--- src/rtl/muldiv_unit.sv ---
// Iterative unsigned multiply/divide unit feeding the register-file write port.
// Define MULDIV_EARLY_OUT_EN to let multiplies finish once the multiplier runs out of set bits.
module muldiv_unit #(
    parameter int unsigned WIDTH = 16,
    parameter int unsigned SEL_W = 4
) (
    input  logic             clk,
    input  logic             rst,
    input  logic             i_start,
    input  logic [1:0]       i_op,
    input  logic [WIDTH-1:0] i_a,
    input  logic [WIDTH-1:0] i_b,
    input  logic [SEL_W-1:0] i_dest_sel,
    input  logic             i_abort,
    output logic             o_busy,
    output logic             o_done,
    output logic [WIDTH-1:0] o_wb_data,
    output logic [SEL_W-1:0] o_wb_sel,
    output logic             o_wb_wrt
);
    localparam int unsigned CW = (WIDTH > 1) ? $clog2(WIDTH) : 1;

    localparam logic [1:0] OP_MUL  = 2'b00;
    localparam logic [1:0] OP_MULH = 2'b01;
    localparam logic [1:0] OP_DIVU = 2'b10;

    typedef enum logic [1:0] {StIdle, StCalc, StWb} state_t;

    state_t             r_state, w_state_nxt;
    logic [CW-1:0]      r_cnt, w_cnt_nxt;
    logic [1:0]         r_op, w_op_nxt;
    logic [WIDTH-1:0]   r_a, w_a_nxt;
    logic [WIDTH-1:0]   r_b, w_b_nxt;
    logic [SEL_W-1:0]   r_sel, w_sel_nxt;
    logic [2*WIDTH-1:0] r_acc, w_acc_nxt;
    logic [WIDTH-1:0]   r_wb_data, w_wb_data_nxt;
    logic [SEL_W-1:0]   r_wb_sel, w_wb_sel_nxt;

    logic               w_is_div;
    logic [WIDTH:0]     w_mul_sum;
    logic [2*WIDTH-1:0] w_mul_acc;
    logic [2*WIDTH-1:0] w_mul_final;
    logic [WIDTH-1:0]   w_b_shr;
    logic [WIDTH:0]     w_div_shl;
    logic [WIDTH-1:0]   w_div_diff;
    logic               w_div_ge;
    logic [2*WIDTH-1:0] w_div_acc;
    logic               w_last;
    logic [WIDTH-1:0]   w_result;

    assign w_is_div = r_op[1];

    // Shift-add step: add multiplicand into the upper half, then shift right keeping the carry.
    always_comb begin
        w_mul_sum = {1'b0, r_acc[2*WIDTH-1:WIDTH]};
        if (r_b[0]) begin
            w_mul_sum = w_mul_sum + {1'b0, r_a};
        end
        w_mul_acc = {w_mul_sum, r_acc[WIDTH-1:1]};
    end

    assign w_b_shr = {1'b0, r_b[WIDTH-1:1]};

    // Restoring step: acc holds {remainder, dividend/quotient}; compare on WIDTH+1 bits.
    assign w_div_shl  = {r_acc[2*WIDTH-1:WIDTH], r_acc[WIDTH-1]};
    assign w_div_ge   = (w_div_shl >= {1'b0, r_b});
    assign w_div_diff = w_div_shl[WIDTH-1:0] - r_b;
    assign w_div_acc  = {(w_div_ge ? w_div_diff : w_div_shl[WIDTH-1:0]),
                         r_acc[WIDTH-2:0], w_div_ge};

`ifdef MULDIV_EARLY_OUT_EN
    logic [CW-1:0] w_align_sh;

    // Skipped iterations would only shift right, so apply them all at once.
    assign w_align_sh  = CW'(WIDTH - 1) - r_cnt;
    assign w_mul_final = w_mul_acc >> w_align_sh;
    assign w_last      = (r_cnt == CW'(WIDTH - 1)) || (!w_is_div && (w_b_shr == '0));
`else
    assign w_mul_final = w_mul_acc;
    assign w_last      = (r_cnt == CW'(WIDTH - 1));
`endif

    always_comb begin
        unique case (r_op)
            OP_MUL:  w_result = w_mul_final[WIDTH-1:0];
            OP_MULH: w_result = w_mul_final[2*WIDTH-1:WIDTH];
            OP_DIVU: w_result = w_div_acc[WIDTH-1:0];
            default: w_result = w_div_acc[2*WIDTH-1:WIDTH];
        endcase
    end

    always_comb begin
        w_state_nxt   = r_state;
        w_cnt_nxt     = r_cnt;
        w_op_nxt      = r_op;
        w_a_nxt       = r_a;
        w_b_nxt       = r_b;
        w_sel_nxt     = r_sel;
        w_acc_nxt     = r_acc;
        w_wb_data_nxt = r_wb_data;
        w_wb_sel_nxt  = r_wb_sel;
        unique case (r_state)
            StIdle: begin
                if (i_start && !i_abort) begin
                    w_op_nxt  = i_op;
                    w_a_nxt   = i_a;
                    w_b_nxt   = i_b;
                    w_sel_nxt = i_dest_sel;
                    w_cnt_nxt = '0;
                    w_acc_nxt = i_op[1] ? {{WIDTH{1'b0}}, i_a} : '0;
                    if (i_op[1] && (i_b == '0)) begin
                        w_state_nxt   = StWb;
                        w_wb_data_nxt = (i_op == OP_DIVU) ? '1 : i_a;
                        w_wb_sel_nxt  = i_dest_sel;
                    end else begin
                        w_state_nxt = StCalc;
                    end
                end
            end
            StCalc: begin
                if (i_abort) begin
                    w_state_nxt = StIdle;
                end else begin
                    w_cnt_nxt = r_cnt + 1'b1;
                    if (w_is_div) begin
                        w_acc_nxt = w_div_acc;
                    end else begin
                        w_acc_nxt = w_mul_acc;
                        w_b_nxt   = w_b_shr;
                    end
                    if (w_last) begin
                        w_state_nxt   = StWb;
                        w_wb_data_nxt = w_result;
                        w_wb_sel_nxt  = r_sel;
                    end
                end
            end
            StWb: begin
                w_state_nxt = StIdle;
            end
            default: begin
                w_state_nxt = StIdle;
            end
        endcase
    end

    always_ff @(posedge clk or posedge rst) begin
        if (rst) begin
            r_state   <= StIdle;
            r_cnt     <= '0;
            r_op      <= '0;
            r_a       <= '0;
            r_b       <= '0;
            r_sel     <= '0;
            r_acc     <= '0;
            r_wb_data <= '0;
            r_wb_sel  <= '0;
        end else begin
            r_state   <= w_state_nxt;
            r_cnt     <= w_cnt_nxt;
            r_op      <= w_op_nxt;
            r_a       <= w_a_nxt;
            r_b       <= w_b_nxt;
            r_sel     <= w_sel_nxt;
            r_acc     <= w_acc_nxt;
            r_wb_data <= w_wb_data_nxt;
            r_wb_sel  <= w_wb_sel_nxt;
        end
    end

    assign o_busy    = (r_state != StIdle);
    assign o_done    = (r_state == StWb);
    assign o_wb_wrt  = (r_state == StWb);
    assign o_wb_data = r_wb_data;
    assign o_wb_sel  = r_wb_sel;

endmodule
--- config.mk ---
export PLATFORM = sky130hd
export DESIGN_NAME = muldiv_unit
export DESIGN_NICKNAME = d
export VERILOG_FILES = /design/src/rtl/muldiv_unit.sv
export SDC_FILE = /design/constraint.sdc
export NUM_CORES = 1
export LEC_CHECK = 0
export BUFFER_PORTS_ARGS = -buffer_cell sky130_fd_sc_hd__buf_2
export CAP_MARGIN = 0
export CORE_UTILIZATION = 50
export CTS_CLUSTER_DIAMETER = 30
export DETAILED_ROUTE_END_ITERATION = 8
export PLACE_DENSITY = 0.67
export SLEW_MARGIN = 20
export SYNTH_ARGS = -nofsm -noshare
export SYNTH_HDL_FRONTEND = slang
export SYNTH_SLANG_ARGS = --single-unit
export TNS_END_PERCENT = 30
--- constraint.sdc ---
create_clock -name clk -period 3.2 [get_ports clk]
set_input_delay 0.32 -clock clk [delete_from_list [all_inputs] [get_ports clk]]
set_output_delay 0.32 -clock clk [all_outputs]
set_load 0.01 [all_outputs]
After elaboration in Yosys (flattened, before gate mapping)
Cells that the tools add are included.
{"block": "word_totals", "regBits": 96, "output_inout_bits": 23}
{"block": "classes", "n_addsub": 3, "n_lt_le_gt_ge": 1, "n_eq_ne": 12, "mux": 31, "reduce_logical": 13}
{"operator": "two-way mux 16 bit", "count": 10}
{"operator": "two-way mux 32 bit", "count": 3}
{"operator": "case mux 16 bit (2 select lines)", "count": 2}
{"operator": "case mux 32 bit (2 select lines)", "count": 1}
{"operator": "case mux 16 bit (3 select lines)", "count": 1}
{"operator": "two-way mux 4 bit", "count": 6}
{"operator": "adder 16 x 16 -> 17 bit", "count": 1}
{"operator": "greater-or-equal comparator 17 x 16 -> 1 bit", "count": 1}
{"operator": "two-way mux 17 bit", "count": 1}
{"operator": "zero test 16 bit", "count": 1}
{"operator": "case mux 4 bit (2 select lines)", "count": 2}
{"operator": "subtractor 16 bit", "count": 1}
{"operator": "!= test 2 bit (second input constant)", "count": 5}
{"operator": "two-way mux 2 bit", "count": 4}
{"operator": "equality test 2 bit (second input constant)", "count": 3}
{"operator": "AND reduction 5 bit", "count": 1}
{"operator": "adder 4 x 1 -> 4 bit (second input constant)", "count": 1}
{"operator": "equality test 2 x 1 -> 1 bit (second input constant)", "count": 2}
{"operator": "equality test 4 bit (second input constant)", "count": 1}
{"operator": "zero test 2 bit", "count": 2}
{"operator": "case mux 2 bit (2 select lines)", "count": 1}
{"operator": "AND reduction 2 bit", "count": 2}
{"operator": "AND reduction 4 bit", "count": 1}
{"operator": "nonzero test 2 bit", "count": 2}
{"operator": "4 further kinds", "count": 5}

Logic depth before layout (Yosys ltp)
Gate-level depths: netlist of run 1.
{"block": "logic_depth", "ltp_word": 6, "ltp_mapped": 12}

Worst setup path after synthesis of run 1
Ideal clock, no wire load.
{"block": "synth_timing", "path_kind": "flip-flop to flip-flop", "startpoint": "reg r_acc[15]", "endpoint": "reg r_wb_data[12], in the netlist o_wb_data[12]", "setup_ps": 142, "arrival_ps": 2614, "required_time_ps": 3058, "setup_slack_ps": 443, "stages_incl_launch_ff": 13, "cell_sequence": "dfrtp_1 inv_1 ha_1 inv_1 fa_1 a211oi_1 o21ai_0 a2111oi_0 nor3_1 xor2_1 mux2i_1 a31o_2 o221ai_1"}
{"block": "synth_between", "elab_chain_len": 6, "word_cells_on_any_way": 7, "cone_classes": "1 x add/sub; 1 x order compare; 5 x mux"}
{"item": "start: declaration", "line_no": "35", "rtl": "logic [2*WIDTH-1:0] r_acc, w_acc_nxt;"}
{"item": "start signal: assignment", "line_no": "165", "rtl": "r_acc <= w_acc_nxt;"}
{"item": "subtractor 16 bit or greater-or-equal comparator 17 x 16 -> 1 bit (tied branches)", "line_no": "67, 66"}
{"item": "two-way mux 16 bit (*)", "line_no": "68", "rtl": "assign w_div_acc = {(w_div_ge ? w_div_diff : w_div_shl[WIDTH-1:0]),"}
{"item": "case mux 16 bit (3 select lines) (*)", "line_no": "84", "rtl": "unique case (r_op)"}
{"item": "two-way mux 16 bit (*)", "line_no": "131", "rtl": "if (w_last) begin"}
{"item": "two-way mux 16 bit (*)", "line_no": "121", "rtl": "if (i_abort) begin"}
{"item": "case mux 16 bit (2 select lines) (*)", "line_no": "102", "rtl": "unique case (r_state)"}
{"item": "end signal: assignment", "line_no": "166", "rtl": "r_wb_data <= w_wb_data_nxt;"}
{"item": "end: declaration", "line_no": "36", "rtl": "logic [WIDTH-1:0] r_wb_data, w_wb_data_nxt;"}
Mark *: on every way between the ends. The rest lies on a longest branch, timed or not. The select of a mux whose other input is x is not followed.
A chain may end at the register's enable or synchronous reset.

Worst setup path in the final report of run 1
{"block": "layout_timing", "startpoint": "reg r_b[3]", "endpoint": "reg r_wb_data[9], in the netlist o_wb_data[9]"}
{"block": "layout_between", "elab_chain_len": 6, "word_cells_on_any_way": 7, "cone_classes": "1 x add/sub; 1 x order compare; 5 x mux"}
{"item": "start: declaration", "line_no": "33", "rtl": "logic [WIDTH-1:0] r_b, w_b_nxt;"}
{"item": "start signal: assignment", "line_no": "163", "rtl": "r_b <= w_b_nxt;"}
{"item": "subtractor 16 bit or greater-or-equal comparator 17 x 16 -> 1 bit (tied branches)", "line_no": "67, 66"}
{"item": "two-way mux 16 bit (*)", "line_no": "68"}
{"item": "case mux 16 bit (3 select lines) (*)", "line_no": "84"}
{"item": "two-way mux 16 bit (*)", "line_no": "131"}
{"item": "two-way mux 16 bit (*)", "line_no": "121"}
{"item": "case mux 16 bit (2 select lines) (*)", "line_no": "102"}
Marks and branches as above.

==> metrics.yaml, run 1 <==
cp_max_fo: 8
gp_congestion: 0.884
clockBufferDepth: 2
cts-buffers-inserted: 9
syn_area_mm2: 0.00671
num_vias: 6270
synth_most_common_cell: "dfrtp_1"
crit_path_cell_trace: "inv_1, ha_1, a21o_1, a21oi_1, nand2_1, a41oi_2, nand3_2, mux2i_1, mux4_2, a211oi_2"
synth_top_family_by_area: "compound AO/OA/AOI/OAI gates"
ir_worst_vdd_v: 0.000382
syn-instance-count: 776
cp-start-kind: "flop"
clk_latency_ps: 360
slowest_stage: "mux4_2"
leakagePower_nw: 3.53
seq_area_frac_synth_pct: 35.8
antenna_left: 0
areaGrowthSynthToFinish_pct: 14.5
synth_commonest_cells: "dfrtp_1 (96), nor2_1 (79), nand2_1 (77)"
reg2reg_from: "r_b[3]"
crit_type: "flop to flop"
yosys_most_used_dff: "dfrtp_1"
ys_ff_latch: 96
cp-end-kind: "flop"
drtPass1Iterations: 5
async_flop_share_pct: 100
hp-class: "primary input to asynchronous set/reset pin"
timing.final.crit_share_pct: 94.6
worst_slack_ps: 173
overflow: 0
rsz0062_at_grt: "false"
maxCapViolCount: 0
drive_above_1_share_pct: 20.4
reg2reg_to: "o_wb_data[9]"
synth_area_per_cell_um2: 8.64
grt_usage_pct: 29.2
path_buf_inv: 1
vias_per_cell: 6.18
path_delay_family: "compound AO/OA/AOI/OAI gates"
grt_pass1_wl_um: 31800
synthSimpleGateAreaFrac_pct: 15.7
synth_xor_area_share_pct: 3.53
timing.hold.ws_ps: 44.9
final_nets: 915
dieWidth_um: 118
setup_violations: 0
totalWireLength_um: 20000
dp_hpwl_um: 14800
crit_arrival_ps: 3300
slew_headroom_pct: 46.4
r2r_setup_slack_ps: 170
synth-edff-count: 0
clkTransAtPathRegs_ps: 70
antennaDiodeCount: 0
cts.sinks: 96
antenna_found_initial: 0
chipHeight_um: 118
wl_per_cell_um: 19.7
status: "finished, final reports clean"
synth_area_leaders: "dfrtp_1 (36%), ha_1 (6.2%), o21ai_0 (5.4%), mux2_2 (5.0%), a21oi_1 (4.9%)"
post-route-drc-count: 0
place_ws_ps: -22.4
synth.mux.area_fraction_pct: 10.2
drt-initial-drc-count: 473
num_rows: 41
synthAdderAreaFrac_pct: 6.75
design.core.area_mm2: 0.0128
grt_max_degree: 72
required_ps: 3480
htreeDepth: 3
grt_pass1_vias: 5989
hold_viol_final: 0
fin_util_pct: 59.9
fmax_ghz: 0.330
synth-compound-area-share_pct: 23.5
netlist.area_leader.share_pct: 35.8
fin_crit_ps: 3030
root_buffer: "clkbuf_16"
yosysWarnings: 0
cts_tree: "done"
portBuffers: 64
start_util_pct: 52.3
worst_slew_pin_slew_ps: 802
cp_slowest_stage_delay_ps: 510
clock_skew_ps: 7.61
powerDensity_mw_per_mm2: 972
report.final.slew_viol_count: 0
io_pins: 65
synthesis.nets: 853
synth_area_leader_cell: "dfrtp_1"
rr_worst_depth: 10
die_area_mm2: 0.0139
yosysUniqueCellTypes: 70
fill_cells: 1194
## report_power, final
part | internal, mW | leakage (nW) | total [mW] | switching (mW)
combinational | 1.86 | 2.16 | 4.44 | 2.58
clock | 0.707 | 0.160 | 1.19 | 0.481
sequential | 1.49 | 1.21 | 1.83 | 0.341
total | 4.06 | 3.53 | 7.46 | 3.40
## layout by cell type (no fill, tap or decap), drive strengths merged, types with 3 or more instances in the layout
| cell | Yosys | layout |
|---|---|---|
| a21oi | 66 | 66 |
| mux2 | 30 | 30 |
| ha | 33 | 33 |
| a31oi | 17 | 17 |
| a31o | 4 | 4 |
| xor2 | 8 | 8 |
| nor2b | 11 | 11 |
| a311oi | 5 | 5 |
| a21o | 10 | 10 |
| nor4 | 4 | 4 |
| a211oi | 19 | 19 |
| a2111oi | 4 | 4 |
| xnor2 | 19 | 19 |
| nand2b | 3 | 3 |
| o21ai | 74 | 74 |
| inv | 28 | 29 |
| a22o | 5 | 5 |
| nand2 | 77 | 77 |
| or2 | 5 | 5 |
| nand3 | 14 | 14 |
| o41ai | 3 | 3 |
| a221oi | 3 | 3 |
| a211o | 3 | 3 |
| mux2i | 32 | 32 |
| dfrtp | 96 | 96 |
| o31ai | 11 | 11 |
| and3 | 7 | 7 |
| nand4 | 7 | 7 |
| or3 | 4 | 4 |
| o21bai | 3 | 3 |
| clkbuf | 39 | 11 |
| buf | 9 | 99 |
| nor3 | 11 | 11 |
| nor2 | 80 | 80 |
## how the worst max path moves through the flow
| stage | from | endpoint | slack (ps) | depth (start not counted) |
|---|---|---|---|---|
| after CTS | r_acc[15] | o_wb_data[12] | 70 | 12 |
| final | r_b[3] | o_wb_data[9] | 170 | 10 |
| after detailed placement | r_acc[15] | o_wb_data[12] | -20 | 12 |
| after global placement | r_acc[15] | o_wb_data[12] | 140 | 12 |
| after global routing | r_acc[21] | o_wb_data[15] | 7 | 9 |
| after floorplan | rst | o_wb_data[0] | 370 | 1 |
## per-layer routing
layer | track usage (%) | routed length, µm
met5 | 0 | 0
met2 | 46.6 | 9380
met4 | 12.1 | 554
met3 | 3.73 | 1300
met1 | 40.1 | 8740
## repair_timing
| item | CTS | global route |
|---|---|---|
| setup endpoints to repair | 3 | 13 |
| hold buffers | 0 | 0 |
| hold endpoints to repair | 0 | 0 |
| pin swaps | 0 | 1 |
| buffers inserted | 0 | 0 |
| resized for setup | 1 | 6 |
## area by class of cell
class | count | area, µm² | area share (%)
clock inverter | 5 | 78.8 | 1.03
sequential | 96 | 2400 | 31.3
tap | 172 | 215 | 2.80
timing repair buffer | 99 | 583 | 7.59
inverter | 28 | 108 | 1.40
multi-input combinational | 604 | 4050 | 52.7
clock buffer | 11 | 243 | 3.16
## registers in the layout, indices dropped and copies added (netlist names)
| signal | count |
|---|---|
| o_wb_data | 16 |
| r_cnt | 4 |
| r_acc | 32 |
| o_wb_sel | 4 |
| r_state | 2 |
| r_sel | 4 |
| r_b | 16 |
| r_op | 2 |
| r_a | 16 |
## worst reg2reg max path, stage by stage, from the launching register on
cell      delay [ps]
dfrtp_1          380
inv_1            140
ha_1             310
a21o_1           180
a21oi_1          230
nand2_1          200
a41oi_2          290
nand3_2          250
mux2i_1          250
mux4_2           510
a211oi_2         210
## logic make-up after synthesis
| family | count (synthesis) |
|---|---|
| AO/OA/AOI/OAI | 247 |
| buffers and inverters | 76 |
| adder cells (fa/ha/maj) | 35 |
| multiplexers | 63 |
| AND/OR/NAND/NOR | 232 |
| flip-flops | 96 |
| XOR/XNOR | 27 |
## per-stage QoR
step / setup TNS [ps] / cell area, µm² / std cells / power (mW)
2_1_floorplan: 0 / 6710 / 776 / 4.86
3_3_place_gp: 0 / 7320 / 999 / 6.00
3_5_place_dp: -22.4 / 7320 / 999 / 6.08
4_1_cts: 0 / 7640 / 1015 / 7.32
5_1_grt: 0 / 7680 / 1015 / 7.93
6_report: 0 / 7680 / 1015 / 7.46
Power figures use the tool's default switching activity.
==> run 2: changes to the inputs <==
--- a/config.mk
+++ b/config.mk
@@ -5,12 +5,14 @@
 export SDC_FILE = /design/constraint.sdc
 export NUM_CORES = 1
 export LEC_CHECK = 0
+export ABC_CLOCK_PERIOD_IN_PS = 3200
 export BUFFER_PORTS_ARGS = -buffer_cell sky130_fd_sc_hd__buf_2
 export CAP_MARGIN = 0
 export CORE_UTILIZATION = 50
 export CTS_CLUSTER_DIAMETER = 30
 export DETAILED_ROUTE_END_ITERATION = 8
-export PLACE_DENSITY = 0.67
+export PLACE_DENSITY_LB_ADDON = 0.25
+export SKIP_LAST_GASP = 1
 export SLEW_MARGIN = 20
 export SYNTH_ARGS = -nofsm -noshare
 export SYNTH_HDL_FRONTEND = slang
==> metrics.yaml, run 2 (synthesized netlist as in run 1, its figures left out) <==
cp-start-kind: "flop"  # unchanged
path_delay_family: "compound AO/OA/AOI/OAI gates"  # unchanged
crit_type: "flop to flop"  # unchanged
dp_hpwl_um: 14800  # about the same
report.final.slew_viol_count: 0  # unchanged
totalWireLength_um: 19900  # was 20,000 µm
vias_per_cell: 6.20  # was 6.18
design.core.area_mm2: 0.0128  # unchanged
hp-class: "primary input to asynchronous set/reset pin"  # unchanged
powerDensity_mw_per_mm2: 962  # was 972 mW/mm²
clk_latency_ps: 360  # about the same
cp_slowest_stage_delay_ps: 600  # was 510 ps
clkTransAtPathRegs_ps: 70  # about the same
hold_viol_final: 0  # unchanged
place_ws_ps: 106  # was -22.4 ps
leakagePower_nw: 3.50  # was 3.53 nW
fin_util_pct: 59.5  # was 59.9%
maxCapViolCount: 0  # unchanged
areaGrowthSynthToFinish_pct: 13.8  # was 14.5%
dieWidth_um: 118  # unchanged
layout_commonest_cell: "dfrtp_1"  # unchanged
fin_crit_ps: 3180  # was 3030 ps
grt_usage_pct: 30.0  # was 29.2%
cp_max_fo: 5  # was 8
wl_per_cell_um: 19.7  # about the same
setup_violations: 0  # unchanged
cp-end-kind: "flop"  # unchanged
num_vias: 6284  # was 6,270
final_nets: 913  # was 915
path_depth: 9  # was 10
crit_arrival_ps: 3450  # was 3300 ps
worst_slack_ps: 19.8  # was 173 ps
ir_worst_vdd_v: 0.000430  # was 0.000382 V
num_rows: 41  # unchanged
clock_skew_ps: 11.0  # was 7.61 ps
cts.sinks: 96  # unchanged
path_buf_inv: 0  # was 1
largest_reg_flops: 32  # unchanged
grt_pass1_wl_um: 32700  # was 31,800 µm
rr_worst_depth: 9  # was 10
cts_resized: 0  # was 1
cts_setup_buffers: 0  # unchanged
gp_congestion: 0.969  # was 0.884
io_pins: 65  # unchanged
clockBufferDepth: 2  # unchanged
grt_max_degree: 72  # unchanged
crit_path_cell_trace: "ha_1, o21ai_0, a2111oi_0, a211oi_1, o21ai_1, a211oi_1, nor4b_1, a21oi_1, a31oi_1"  # was inv_1, ha_1, a21o_1, a21oi_1, nand2_1, a41oi_2, nand3_2, mux2i_1, mux4_2, a211oi_2
drt-initial-drc-count: 435  # was 473
final_cell_mix: "dfrtp_1 (95), nor2_1 (78), nand2_1 (77), o21ai_0 (72), a21oi_1 (66)"  # was dfrtp_1 (94), nor2_1 (78), nand2_1 (77), o21ai_0 (72), a21oi_1 (65)
root_buffer: "clkbuf_16"  # unchanged
timing.hold.ws_ps: 81.1  # was 44.9 ps
portBuffers: 64  # unchanged
post-route-drc-count: 0  # unchanged
required_ps: 3470  # was 3480 ps
placedCellCount: 997  # was 999
overflow: 0  # unchanged
antenna_found_initial: 0  # unchanged
start_util_pct: 52.3  # unchanged
regMostFlops: "r_acc"  # unchanged
worst_slew_pin_slew_ps: 1030  # was 802 ps
chipHeight_um: 118  # unchanged
antenna_left: 0  # unchanged
fill_cells: 1166  # was 1,194
slew_headroom_pct: 31.2  # was 46.4%
cts-buffers-inserted: 9  # unchanged
slowest_stage: "nor4b_1"  # was mux4_2
crit_path_frequent_cell: "a211oi_1"
grt_pass1_vias: 6125  # was 5,989
antennaDiodeCount: 0  # unchanged
timing.final.crit_share_pct: 99.4  # was 94.6%
htreeDepth: 3  # unchanged
die_area_mm2: 0.0139  # unchanged
ctsHoldBuffers: 0  # unchanged
status: "finished, final reports clean"  # unchanged
fmax_ghz: 0.314  # was 0.330 GHz
cts_tree: "done"  # unchanged
drtPass1Iterations: 5  # unchanged
final_cells: 1013  # was 1,015
rsz0062_at_grt: "true"  # was false
drive_above_1_share_pct: 19.5  # was 20.4%
## run 2: cell type report
cell class,count,area [µm²],area share [%]
Multi-Input combinational cell,604,4030,52.7
Timing Repair Buffer,97,581,7.61
Tap cell,172,215,2.82
Inverter,28,108,1.41
Sequential cell,96,2400,31.5
Clock inverter,4,52.6,0.689
Clock buffer,12,246,3.23
## run 2: worst paths after layout
kind / slack, ps / to / start
hold / removal: 80 / r_b[15] / rst
setup reg to reg: 20 / o_wb_data[15] / r_acc[22]
min in group clk: 210 / r_sel[3] / i_dest_sel[3]
setup / recovery: 20 / o_wb_data[15] / r_acc[22]
max in group asynchronous: 2330 / r_acc[6] / rst
hold reg to reg: 480 / r_b[2] / r_b[2]
## run 2: metal layers
layer  routed length [µm]  up-vias  track usage, %  share of wire [%]
met5                    0        -               0                  0
met4                  562        0            12.9                2.8
met3                 1110       39            3.97                5.6
met2                 9150      234            47.2                 46
met1                 9090     3062            41.4                 46
li1                     -     2949               -                  -
## run 2: power breakdown
group	total, mW	switching [mW]	internal (mW)
Combinational	4.38	2.54	1.84
Sequential	1.84	0.351	1.49
Clock	1.12	0.484	0.631
## run 2: worst register-to-register path, stage by stage, from the launching register on
cell and delay [ps]:
dfrtp_1 480, ha_1 360, o21ai_0 180, a2111oi_0 530
a211oi_1 200, o21ai_1 250, a211oi_1 100, nor4b_1 600
a21oi_1 180, a31oi_1 210
## run 2: through the flow
| stage | setup TNS [ps] | cell area (µm²) | total power, mW |
|---|---|---|---|
| after floorplan | 0 | 6710 | 4.86 |
| after global placement | 0 | 7320 | 6.00 |
| after detailed placement | 0 | 7320 | 6.07 |
| after CTS | 0 | 7620 | 7.24 |
| after global routing | -296 | 7630 | 7.84 |
| final | 0 | 7630 | 7.34 |
==> run 3: changes to the inputs <==
--- a/config.mk
+++ b/config.mk
@@ -12,6 +12,7 @@
 export CTS_CLUSTER_DIAMETER = 30
 export DETAILED_ROUTE_END_ITERATION = 8
 export PLACE_DENSITY_LB_ADDON = 0.25
+export SETUP_SLACK_MARGIN = 0.15
 export SKIP_LAST_GASP = 1
 export SLEW_MARGIN = 20
 export SYNTH_ARGS = -nofsm -noshare
==> metrics.yaml, run 3 (synthesized netlist as in run 1, its figures left out) <==
largest_reg_flops: 32  # unchanged
ir_worst_vdd_v: 0.000433  # was 0.000430 V
die_area_mm2: 0.0139  # unchanged
dp_hpwl_um: 14800  # unchanged
fmax_ghz: 0.329  # was 0.314 GHz
finalPower_mw: 7.56  # was 7.34 mW
grt_pass1_vias: 6123  # was 6,125
place_ws_ps: 106  # unchanged
powerDensity_mw_per_mm2: 975  # was 962 mW/mm²
clock_skew_ps: 10.8  # was 11.0 ps
grt_usage_pct: 30.0  # about the same
clk_latency_ps: 350  # was 360 ps
fin_crit_ps: 3040  # was 3180 ps
hold_viol_final: 0  # unchanged
dieWidth_um: 118  # unchanged
regMostFlops: "r_acc"  # unchanged
status: "finished, final reports clean"  # unchanged
worst_slew_pin_slew_ps: 1040  # was 1030 ps
design.core.area_mm2: 0.0128  # unchanged
leakagePower_nw: 3.53  # was 3.50 nW
overflow: 0  # unchanged
grt_max_degree: 72  # unchanged
setup_tns_ps: 0  # unchanged
num_rows: 41  # unchanged
slew_headroom_pct: 30.8  # was 31.2%
num_vias: 6276  # was 6,284
totalWireLength_um: 20000  # was 19,900 µm
post-route-drc-count: 0  # unchanged
fin_util_pct: 60.4  # was 59.5%
setup_violations: 0  # unchanged
antennaDiodeCount: 0  # unchanged
areaGrowthSynthToFinish_pct: 15.6  # was 13.8%
worst_slack_ps: 163  # was 19.8 ps
portBuffers: 64  # unchanged
maxCapViolCount: 0  # unchanged
io_pins: 65  # unchanged
grt_pass1_wl_um: 32700  # about the same
reg2reg_to: "o_wb_data[13]"  # was o_wb_data[15]
cts_tree: "done"  # unchanged
placedCellCount: 997  # unchanged
rr_worst_depth: 9  # unchanged
hp-class: "primary input to asynchronous set/reset pin"  # unchanged
drt-initial-drc-count: 396  # was 435
cp_max_fo: 6  # was 5
gp_congestion: 0.969  # unchanged
required_ps: 3420  # was 3470 ps
r2r_setup_slack_ps: 160  # was 20 ps
clkTransAtPathRegs_ps: 70  # about the same
root_buffer: "clkbuf_16"  # unchanged
report.final.slew_viol_count: 0  # unchanged
crit_arrival_ps: 3260  # was 3450 ps
final_nets: 915  # was 913
antenna_left: 0  # unchanged
drive_above_1_share_pct: 21.2  # was 19.5%
timing.final.crit_share_pct: 94.9  # was 99.4%
start_util_pct: 52.3  # unchanged
layout_commonest_cell: "dfrtp_1"  # unchanged
cp-end-kind: "flop"  # unchanged
antenna_found_initial: 0  # unchanged
vias_per_cell: 6.18  # was 6.20
clockBufferDepth: 2  # unchanged
wl_per_cell_um: 19.7  # about the same
reg2reg_from: "r_acc[24]"  # was r_acc[22]
cts.sinks: 96  # unchanged
rsz0062_at_grt: "true"  # unchanged
crit_type: "flop to flop"  # unchanged
fill_cells: 1146  # was 1,166
cts-buffers-inserted: 9  # unchanged
chipHeight_um: 118  # unchanged
drtPass1Iterations: 6  # was 5
cp-start-kind: "flop"  # unchanged
htreeDepth: 3  # unchanged
final_cells: 1015  # was 1,013
final_cell_mix: "dfrtp_1 (95), nor2_1 (78), nand2_1 (77), o21ai_0 (71), a21oi_1 (65)"  # was dfrtp_1 (95), nor2_1 (78), nand2_1 (77), o21ai_0 (72), a21oi_1 (66)
run 3: changes by cell type in the layout (fill, tap and decap cells not counted), sizes merged:
cell,previous run,this run
buf,97,99
run 3: report_power, final:
part	switching [mW]	internal (mW)	total, mW
registers	0.349	1.49	1.84
clock network	0.481	0.631	1.11
logic	2.66	1.94	4.61
total	3.49	4.06	7.56
run 3: cell type report:
type | count | area (µm²) | share of cell area, %
clock inverter | 4 | 52.6 | 0.678
timing repair buffer | 99 | 596 | 7.69
tap | 172 | 215 | 2.78
multi-input combinational | 604 | 4130 | 53.3
sequential | 96 | 2400 | 31.0
clock buffer | 12 | 246 | 3.18
inverter | 28 | 108 | 1.39
run 3: stage by stage:
step           hold slack, ps  instance area [µm²]
6_report                 79.9                 7750
5_1_grt                   131                 7750
4_1_cts                   108                 7620
3_5_place_dp              469                 7320
3_3_place_gp              463                 7320
2_1_floorplan             450                 6710
run 3: worst max path at each step:
| stage | startpoint | to | cells past startpoint |
|---|---|---|---|
| 2_1_floorplan | rst | o_wb_data[0] | 1 |
| 3_3_place_gp | r_acc[15] | o_wb_data[12] | 13 |
| 3_5_place_dp | r_acc[22] | o_wb_data[15] | 9 |
| 4_1_cts | r_acc[15] | o_wb_data[12] | 13 |
| 5_1_grt | r_acc[22] | o_wb_data[15] | 9 |
| 6_report | r_acc[24] | o_wb_data[13] | 9 |
run 3: layer usage:
metal | vias to the layer above | global-route usage [%] | share of wire, %
met5 | - | 0 | 0
met4 | 0 | 12.9 | 3.0
met3 | 42 | 3.97 | 6.8
met2 | 276 | 47.2 | 46
met1 | 3006 | 41.4 | 44
li1 | 2952 | - | -
run 3: critical path, stage by stage, from the launching register on:
cell and delay, ps:
dfrtp_1 490, ha_1 460, nand3_1 130, or2_1 300, o41ai_2 360, buf_4 210, nor3_4 70, a221oi_1 500
mux2_2 280, o21ai_0 100
run 3: timing repair:
action / CTS / global route
hold buffers: 0 / 0
hold endpoints to repair: 0 / 0
gates resized for setup: 1 / 21
pin swaps: 0 / 4
setup endpoints to repair: 6 / 17
buffers inserted: 0 / 2
